===== src/rtl/core_rvfi_trace_pkg.sv =====
// ---------------------------------------------------------------------------
// core_rvfi_trace_pkg
// Shared types and constants for the RVFI retirement trace buffer.
//   XLEN        : data/address width of the traced core (fixed here so the
//                 record struct can be shared by every file of the block)
//   trace_rec_t : one captured retirement as presented on the trace stream
//   TRACE_REC_W : packed width of trace_rec_t (FIFO storage width)
//   DROP_CNT_W  : width of the saturating drop counter
// Build option: RVFI_TRACE_TSTAMP_EN adds a 64-bit push timestamp to the
// record.
// ---------------------------------------------------------------------------
package core_rvfi_trace_pkg;

  localparam int XLEN       = 64;
  localparam int ORDER_W    = 64;
  localparam int TSTAMP_W   = 64;
  localparam int DROP_CNT_W = 32;

  typedef struct packed {
`ifdef RVFI_TRACE_TSTAMP_EN
    logic [TSTAMP_W-1:0] tstamp;
`endif
    logic [ORDER_W-1:0]  order;
    logic [31:0]         insn;
    logic [XLEN-1:0]     pc_rdata;
    logic [XLEN-1:0]     pc_wdata;
    logic [4:0]          rd_addr;
    logic [XLEN-1:0]     rd_wdata;
    logic                trap;
    logic                intr;
    logic                gap;   // first record after one or more drops
  } trace_rec_t;

  localparam int TRACE_REC_W = $bits(trace_rec_t);

  // Increment that sticks at all-ones instead of wrapping.
  function automatic logic [DROP_CNT_W-1:0] sat_inc(input logic [DROP_CNT_W-1:0] v);
    return (&v) ? v : v + 1'b1;
  endfunction

endpackage


===== src/rtl/core_rvfi_trace_if.sv =====
// ---------------------------------------------------------------------------
// core_rvfi_trace_if
// Valid/ready trace stream carrying one retirement record per beat.
//   t_valid  : head record available        (master -> slave)
//   t_ready  : sink accepts the head record  (slave  -> master)
//   t_record : head record                   (master -> slave)
//   t_tstamp : push timestamp, only with RVFI_TRACE_TSTAMP_EN
// ---------------------------------------------------------------------------
interface core_rvfi_trace_if;
  import core_rvfi_trace_pkg::*;

  logic       t_valid;
  logic       t_ready;
  trace_rec_t t_record;
`ifdef RVFI_TRACE_TSTAMP_EN
  logic [TSTAMP_W-1:0] t_tstamp;
`endif

  modport master (
    output t_valid,
    output t_record,
`ifdef RVFI_TRACE_TSTAMP_EN
    output t_tstamp,
`endif
    input  t_ready
  );

  modport slave (
    input  t_valid,
    input  t_record,
`ifdef RVFI_TRACE_TSTAMP_EN
    input  t_tstamp,
`endif
    output t_ready
  );

endinterface


===== src/rtl/core_rvfi_trace_fifo.sv =====
// ---------------------------------------------------------------------------
// core_rvfi_trace_fifo
// Generic synchronous FIFO, synchronous active-low reset.
//   g_clk, g_resetn : clock / reset
//   push_i, wdata_i : write strobe and data (ignored when full, unless a pop
//                     happens in the same cycle)
//   pop_i           : remove head entry (ignored when empty)
//   rdata_o         : head entry, read straight from storage registers
//   full_o, empty_o : occupancy flags decoded from the count register
// DEPTH must be a power of two >= 2 so the pointers wrap on their own.
// ---------------------------------------------------------------------------
module core_rvfi_trace_fifo #(
  parameter int DEPTH = 8,
  parameter int WIDTH = 8
) (
  input  logic             g_clk,
  input  logic             g_resetn,
  input  logic             push_i,
  input  logic [WIDTH-1:0] wdata_i,
  input  logic             pop_i,
  output logic [WIDTH-1:0] rdata_o,
  output logic             full_o,
  output logic             empty_o
);

  localparam int PTR_W = $clog2(DEPTH);
  localparam int CNT_W = PTR_W + 1;

  logic [WIDTH-1:0] mem_q [DEPTH];
  logic [PTR_W-1:0] wr_ptr_q, rd_ptr_q;
  logic [CNT_W-1:0] count_q, count_d;
  logic             do_push, do_pop;

  assign full_o  = (count_q == CNT_W'(DEPTH));
  assign empty_o = (count_q == '0);
  assign do_pop  = pop_i && !empty_o;
  // A full FIFO popped this cycle frees the slot being written.
  assign do_push = push_i && (!full_o || do_pop);
  assign rdata_o = mem_q[rd_ptr_q];

  // NOTE: give every always_comb output a default first so no path leaves it unassigned (no latch).
  always_comb begin
    count_d = count_q;
    case ({do_push, do_pop})
      2'b10:   count_d = count_q + 1'b1;
      2'b01:   count_d = count_q - 1'b1;
      default: count_d = count_q;
    endcase
  end

  // NOTE: sequential state uses non-blocking assignments so all registers update together at the edge.
  always_ff @(posedge g_clk) begin
    if (!g_resetn) begin
      wr_ptr_q <= '0;
      rd_ptr_q <= '0;
      count_q  <= '0;
    end else begin
      count_q <= count_d;
      if (do_push) wr_ptr_q <= wr_ptr_q + 1'b1;
      if (do_pop)  rd_ptr_q <= rd_ptr_q + 1'b1;
    end
  end

  // NOTE: storage is not reset; the count register alone decides what is valid.
  always_ff @(posedge g_clk) begin
    if (do_push) mem_q[wr_ptr_q] <= wdata_i;
  end

endmodule


===== src/rtl/core_rvfi_trace.sv =====
// ---------------------------------------------------------------------------
// core_rvfi_trace
// Retirement trace buffer behind the core's RVFI stage. Captures each valid
// retirement (while trace_en) into a FIFO and drains it over a valid/ready
// stream. Never stalls the core: retirements arriving at a full FIFO are
// dropped, counted, and the next stored record is flagged with gap=1.
// Also checks that rvfi_order is contiguous (sticky order_err).
//   g_clk, g_resetn : clock / synchronous active-low reset
//   trace_en        : capture enable (filtered retirements are not drops)
//   rvfi_*          : RVFI retirement inputs
//   clr             : clears drop_count and order_err, FIFO kept
//   drop_count      : saturating count of dropped retirements
//   order_err       : sticky non-contiguous rvfi_order flag
//   t_if            : trace stream (master side)
// Build option: RVFI_TRACE_TSTAMP_EN stores a free-running 64-bit cycle
// count in each record and drives t_if.t_tstamp.
// ---------------------------------------------------------------------------
module core_rvfi_trace
  import core_rvfi_trace_pkg::*;
#(
  parameter int DEPTH = 8
) (
  input  logic                  g_clk,
  input  logic                  g_resetn,
  input  logic                  trace_en,
  input  logic                  rvfi_valid,
  input  logic [ORDER_W-1:0]    rvfi_order,
  input  logic [31:0]           rvfi_insn,
  input  logic [XLEN-1:0]       rvfi_pc_rdata,
  input  logic [XLEN-1:0]       rvfi_pc_wdata,
  input  logic [4:0]            rvfi_rd_addr,
  input  logic [XLEN-1:0]       rvfi_rd_wdata,
  input  logic                  rvfi_trap,
  input  logic                  rvfi_intr,
  input  logic                  clr,
  output logic [DROP_CNT_W-1:0] drop_count,
  output logic                  order_err,
  core_rvfi_trace_if.master     t_if
);

  logic cap, pop, push, drop, full, empty, mismatch;

  logic [DROP_CNT_W-1:0] drop_count_q, drop_count_d;
  logic                  order_err_q, order_err_d;
  logic                  gap_pend_q, gap_pend_d;
  logic                  first_seen_q, first_seen_d;
  logic [ORDER_W-1:0]    exp_order_q, exp_order_d;

  trace_rec_t             wr_rec, rd_rec;
  logic [TRACE_REC_W-1:0] wr_bits, rd_bits;

  assign cap  = rvfi_valid && trace_en;
  assign pop  = t_if.t_valid && t_if.t_ready;
  assign push = cap && (!full || pop);
  assign drop = cap && full && !pop;

`ifdef RVFI_TRACE_TSTAMP_EN
  logic [TSTAMP_W-1:0] tstamp_q;

  always_ff @(posedge g_clk) begin
    if (!g_resetn) tstamp_q <= '0;
    else           tstamp_q <= tstamp_q + 1'b1;
  end

  assign t_if.t_tstamp = rd_rec.tstamp;
`endif

  always_comb begin
    wr_rec          = '0;
    wr_rec.order    = rvfi_order;
    wr_rec.insn     = rvfi_insn;
    wr_rec.pc_rdata = rvfi_pc_rdata;
    wr_rec.pc_wdata = rvfi_pc_wdata;
    wr_rec.rd_addr  = rvfi_rd_addr;
    wr_rec.rd_wdata = rvfi_rd_wdata;
    wr_rec.trap     = rvfi_trap;
    wr_rec.intr     = rvfi_intr;
    wr_rec.gap      = gap_pend_q;
`ifdef RVFI_TRACE_TSTAMP_EN
    wr_rec.tstamp   = tstamp_q;
`endif
  end

  assign wr_bits = wr_rec;

  core_rvfi_trace_fifo #(
    .DEPTH (DEPTH),
    .WIDTH (TRACE_REC_W)
  ) u_fifo (
    .g_clk    (g_clk),
    .g_resetn (g_resetn),
    .push_i   (push),
    .wdata_i  (wr_bits),
    .pop_i    (pop),
    .rdata_o  (rd_bits),
    .full_o   (full),
    .empty_o  (empty)
  );

  assign rd_rec        = trace_rec_t'(rd_bits);
  assign t_if.t_record = rd_rec;
  assign t_if.t_valid  = !empty;

  // Order tracking sees every retirement, captured, dropped or filtered;
  // the very first one after reset only seeds the expectation.
  assign mismatch = rvfi_valid && first_seen_q && (rvfi_order != exp_order_q);

  always_comb begin
    drop_count_d = drop_count_q;
    if (clr)       drop_count_d = '0;   // clear beats a same-cycle drop
    else if (drop) drop_count_d = sat_inc(drop_count_q);

    // A same-cycle mismatch survives clr.
    order_err_d  = (order_err_q && !clr) || mismatch;

    gap_pend_d   = gap_pend_q;
    if (drop)      gap_pend_d = 1'b1;
    else if (push) gap_pend_d = 1'b0;

    first_seen_d = first_seen_q || rvfi_valid;
    exp_order_d  = rvfi_valid ? rvfi_order + 1'b1 : exp_order_q;
  end

  always_ff @(posedge g_clk) begin
    if (!g_resetn) begin
      drop_count_q <= '0;
      order_err_q  <= 1'b0;
      gap_pend_q   <= 1'b0;
      first_seen_q <= 1'b0;
      exp_order_q  <= '0;
    end else begin
      drop_count_q <= drop_count_d;
      order_err_q  <= order_err_d;
      gap_pend_q   <= gap_pend_d;
      first_seen_q <= first_seen_d;
      exp_order_q  <= exp_order_d;
    end
  end

  assign drop_count = drop_count_q;
  assign order_err  = order_err_q;

endmodule


===== src/flat_wrapper.sv =====
// flat-port wrapper written by rule: the top's interface ports become plain ports
module core_rvfi_trace_flat import core_rvfi_trace_pkg::*;
#(
  parameter int DEPTH = 8
)
  (g_clk, g_resetn, trace_en, rvfi_valid, rvfi_order, rvfi_insn, rvfi_pc_rdata, rvfi_pc_wdata, rvfi_rd_addr, rvfi_rd_wdata, rvfi_trap, rvfi_intr, clr, drop_count, order_err, t_if_t_valid, t_if_t_record, t_if_t_ready);
  core_rvfi_trace_if t_if_i ();
  input  logic g_clk;
  input  logic g_resetn;
  input  logic trace_en;
  input  logic rvfi_valid;
  input  logic [ORDER_W-1:0] rvfi_order;
  input  logic [31:0] rvfi_insn;
  input  logic [XLEN-1:0] rvfi_pc_rdata;
  input  logic [XLEN-1:0] rvfi_pc_wdata;
  input  logic [4:0] rvfi_rd_addr;
  input  logic [XLEN-1:0] rvfi_rd_wdata;
  input  logic rvfi_trap;
  input  logic rvfi_intr;
  input  logic clr;
  output logic [DROP_CNT_W-1:0] drop_count;
  output logic order_err;
  output wire logic [$bits(t_if_i.t_valid)-1:0] t_if_t_valid;
  output wire logic [$bits(t_if_i.t_record)-1:0] t_if_t_record;
  input wire logic [$bits(t_if_i.t_ready)-1:0] t_if_t_ready;
  assign t_if_t_valid = t_if_i.t_valid;
  assign t_if_t_record = t_if_i.t_record;
  assign t_if_i.t_ready = t_if_t_ready;
  core_rvfi_trace #(.DEPTH(DEPTH)) u_core (.g_clk(g_clk), .g_resetn(g_resetn), .trace_en(trace_en), .rvfi_valid(rvfi_valid), .rvfi_order(rvfi_order), .rvfi_insn(rvfi_insn), .rvfi_pc_rdata(rvfi_pc_rdata), .rvfi_pc_wdata(rvfi_pc_wdata), .rvfi_rd_addr(rvfi_rd_addr), .rvfi_rd_wdata(rvfi_rd_wdata), .rvfi_trap(rvfi_trap), .rvfi_intr(rvfi_intr), .clr(clr), .drop_count(drop_count), .order_err(order_err), .t_if(t_if_i));
endmodule

===== config.mk =====
export PLATFORM = sky130hd
export DESIGN_NAME = core_rvfi_trace_flat
export DESIGN_NICKNAME = d
export VERILOG_FILES = /design/src/rtl/core_rvfi_trace_pkg.sv /design/src/rtl/core_rvfi_trace_if.sv /design/src/rtl/core_rvfi_trace_fifo.sv /design/src/rtl/core_rvfi_trace.sv /design/src/flat_wrapper.sv
export SDC_FILE = /design/constraint.sdc
export NUM_CORES = 2
export LEC_CHECK = 0
export ABC_AREA = 1
export CORE_MARGIN = 10
export CORE_UTILIZATION = 40
export CTS_CLUSTER_DIAMETER = 40
export DETAILED_ROUTE_END_ITERATION = 6
export DONT_BUFFER_PORTS = 1
export GPL_ROUTABILITY_DRIVEN = 1
export HOLD_SLACK_MARGIN = 0.03
export PLACE_DENSITY = 0.51
export SLEW_MARGIN = 20
export SYNTH_ARGS = -nofsm -noshare
export SYNTH_HDL_FRONTEND = slang
export SYNTH_SLANG_ARGS = --single-unit

===== constraint.sdc =====
create_clock -name g_clk -period 18.2 [get_ports g_clk]
set_clock_uncertainty 0.05 [all_clocks]
set_input_delay 0 -clock g_clk [delete_from_list [all_inputs] [get_ports g_clk]]
set_output_delay 0 -clock g_clk [all_outputs]
set_load 0.02 [all_outputs]

==> reports/metrics.yaml <==
drt:
  dr.pass1.iters: 6
  wirelength_um: 279000
  vias: 65402
  drc_errors: 0
  wl_per_cell_um: 22.6
  drt_iter0_drc: 5602
  via_per_inst: 5.31
  drtAntennaViolNets: 0
die:
  start_util_pct: 40.2
  die-height_um: 517
  pin_count: 631
  die_w_um: 517
  core-area_mm2: 0.246
  dieArea_mm2: 0.267
  num_rows: 182
setup_path:
  crit_path_frequent_cell: "buf_4"
  slowest_stage: "dfxtp_4"
  reg2reg_to: "u_core.u_fifo.mem_q[0][97]"
  cp.arrival_ns: 5.80
  crit_path_cell_trace: "buf_4 > buf_4 > buf_4 > o21ai_0 > o22ai_1 > nor2_1 > a31oi_1"
  rr_worst_depth: 12
  required_ns: 18.15
  max_stage_delay_ns: 0.96
  end_kind: "output pin"
  path_class: "reg -> out"
  critPathTopFamily: "buffers and inverters"
  cp_max_fo: 87
  rrSetupSlack_ns: 13.07
  start_kind: "flip-flop"
  critPathBufInv: 3
  r2r-start: "u_core.u_fifo.count_q[0]"
timing:
  setup_viol: 0
  hold_ws_ns: 0.109
  worstMarginPinSlew_ns: 1.22
  fin_ws_ns: 12.35
  grt_setup_unrepaired: "no"
  fin_crit_sh_pct: 32.1
  fmaxAchievable_mhz: 171
  drv_slew: 0
  finalSetupTns_ns: 0
  slew_headroom_pct: 18.7
  hold_violations: 0
  min_period_ns: 5.85
min_path:
  hold_depth: 5
  holdPathEnd: "u_core.exp_order_q[24]"
  hp-start: "rvfi_valid"
  hold_path.class: "in -> reg"
outcome:
  status: "finished, final reports clean"
placed_design:
  place_inst: 10964
  hpwl_um: 148000
  finalWeightedCongestion: 0.857
  place_ws_ns: 13.14
  io_buffer_count: 0
final_layout:
  layout_common_cells: "2368 x edfxtp_1, 2322 x nor2_1, 1244 x o21ai_0"
  multi_input_area_mm2: 0.0226
  seqCellArea_mm2: 0.0734
  fill_cells: 21246
  fin_nets: 9062
  stdcell_count: 12314
  final_common_cell: "edfxtp_1"
  drive_gt1_share_pct: 8.93
  final_util_pct: 49.4
  areaGrowthSynthToFinish_pct: 23.0
global_routing:
  global_route.overflow_total: 0
  gr-usage-met1_pct: 27.9
  gr-usage-all-layers_pct: 20.1
  grt_pass1_wl_um: 415000
  gr-usage-met2_pct: 32.0
  grt-busiest-layer: "met2"
  grt_pass1_vias: 63850
  antenna_found_initial: 19
  grt_max_degree: 230
  use_met3_pct: 4.47
clock_tree:
  cts_tree: "yes"
  clock_sinks: 2480
  cts-root-buf: "clkbuf_16"
  cts_buffer_depth: 4
  clkTransAtPathRegs_ns: 0.05
  cts_setup_buffers: 0
  clk_latency_ns: 0.96
  cts_buffers: 409
  cts-htree-levels: 5
pwr:
  ir_drop_uv: 102
  p_per_area_mw_per_mm2: 148
  power.leakage_nw: 41.1
synthesis:
  synth_nets: 8453
  synthCells: 8145
  ys_types: 37
  ys_seq_area_share_pct: 74.3
  synth-seq-cells: 2480
  syn_avg_cell_area_um2: 12.1
  netlist_area_mm2: 0.0988
  yosysWarningCount: 0
run:
  maxCapViolations: 0
-- synth_stat cells, drive strengths merged --
library cell	n	area, µm²
a21oi	87	465
a31oi	296	1850
and2	5	31.3
and3	1	6.26
buf	178	991
clkbuf	310	1160
clkinv	1	5.00
dfxtp	112	2240
edfxtp	2368	71100
ha	7	87.6
inv	205	769
nand2	534	2050
nand3	62	320
nand3b	8	60.1
nand4	22	138
nor2	2343	8870
nor3	7	40.0
o21ai	1248	6250
o21bai	3	22.5
o221ai	1	8.76
o22ai	296	1850
xnor2	9	78.8
xor2	42	368
-- final cells by class --
cell class | count | share of cell area [%]
multi-input combinational | 4971 | 18.6
antenna | 15 | 0.0309
tap | 3220 | 3.32
clock inverter | 285 | 2.74
timing repair buffer | 686 | 5.63
inverter | 206 | 0.662
clock buffer | 451 | 8.63
sequential | 2480 | 60.4
-- tightest hold or removal path, delay by kind of cell --
family / cells / cell delay, ns
AND/OR/NAND/NOR: 2 / 0.15
buffers and inverters: 3 / 0.90
-- metal layers --
metal	routed length [µm]	share of wire [%]
met4	6270	2.2
met2	130000	47
met3	18400	6.6
met1	124000	45
met5	27	0.0097
-- sequential cells by signal (all words and copies together), names as in the netlist, named ones only --
| signal | flops |
|---|---|
| u_core.order_err | 1 |
| u_core.u_fifo.rd_ptr_q | 3 |
| u_core.drop_count | 32 |
| u_core.u_fifo.mem_q | 2368 |
| u_core.first_seen_q | 1 |
| u_core.u_fifo.count_q | 4 |
| u_core.exp_order_q | 64 |
| u_core.u_fifo.wr_ptr_q | 3 |
| u_core.gap_pend_q | 1 |
-- through the flow --
| step | power (mW) | area [µm²] |
|---|---|---|
| finish | 18.0 | 121000 |
| global route | 18.8 | 121000 |
| CTS | 18.2 | 121000 |
| detailed placement | 10.2 | 102000 |
| global placement | 10.2 | 102000 |
| floorplan | 9.19 | 98800 |
-- where the power goes --
part,switching [mW],internal (mW)
Clock,2.72,4.99
Combinational,2.94,0.924
Sequential,0.0498,6.36
-- worst max-delay path by stage --
stage / endpoint / slack [ns] / cells after the start
finish: t_if_t_record[283] / 12.35 / 7
global route: t_if_t_record[81] / 11.86 / 7
CTS: t_if_t_record[81] / 12.18 / 7
detailed placement: t_if_t_record[291] / 13.14 / 7
global placement: t_if_t_record[52] / 13.18 / 7
floorplan: u_core.u_fifo.mem_q[0][0] / 3.95 / 8
-- logic make-up (layout without fill, tap and decap cells) --
| kind of cell | count (synthesis) | in the layout | synth area share [%] |
|---|---|---|---|
| AND/OR/NAND/NOR | 2982 | 2982 | 11.7 |
| buffers and inverters | 694 | 1628 | 2.97 |
| AO/OA/AOI/OAI | 1931 | 1931 | 10.6 |
| XOR/XNOR | 51 | 51 | 0.452 |
| other | 0 | 15 | 0 |
| adder cells (fa/ha/maj) | 7 | 7 | 0.0887 |
| flip-flops | 2480 | 2480 | 74.3 |
-- repair_timing --
item                      4_1_cts  5_1_grt
resized for setup               0        0
hold buffers                  598        0
hold endpoints to repair     2527        0
Note: power is estimated with default switching activity, not from simulation.
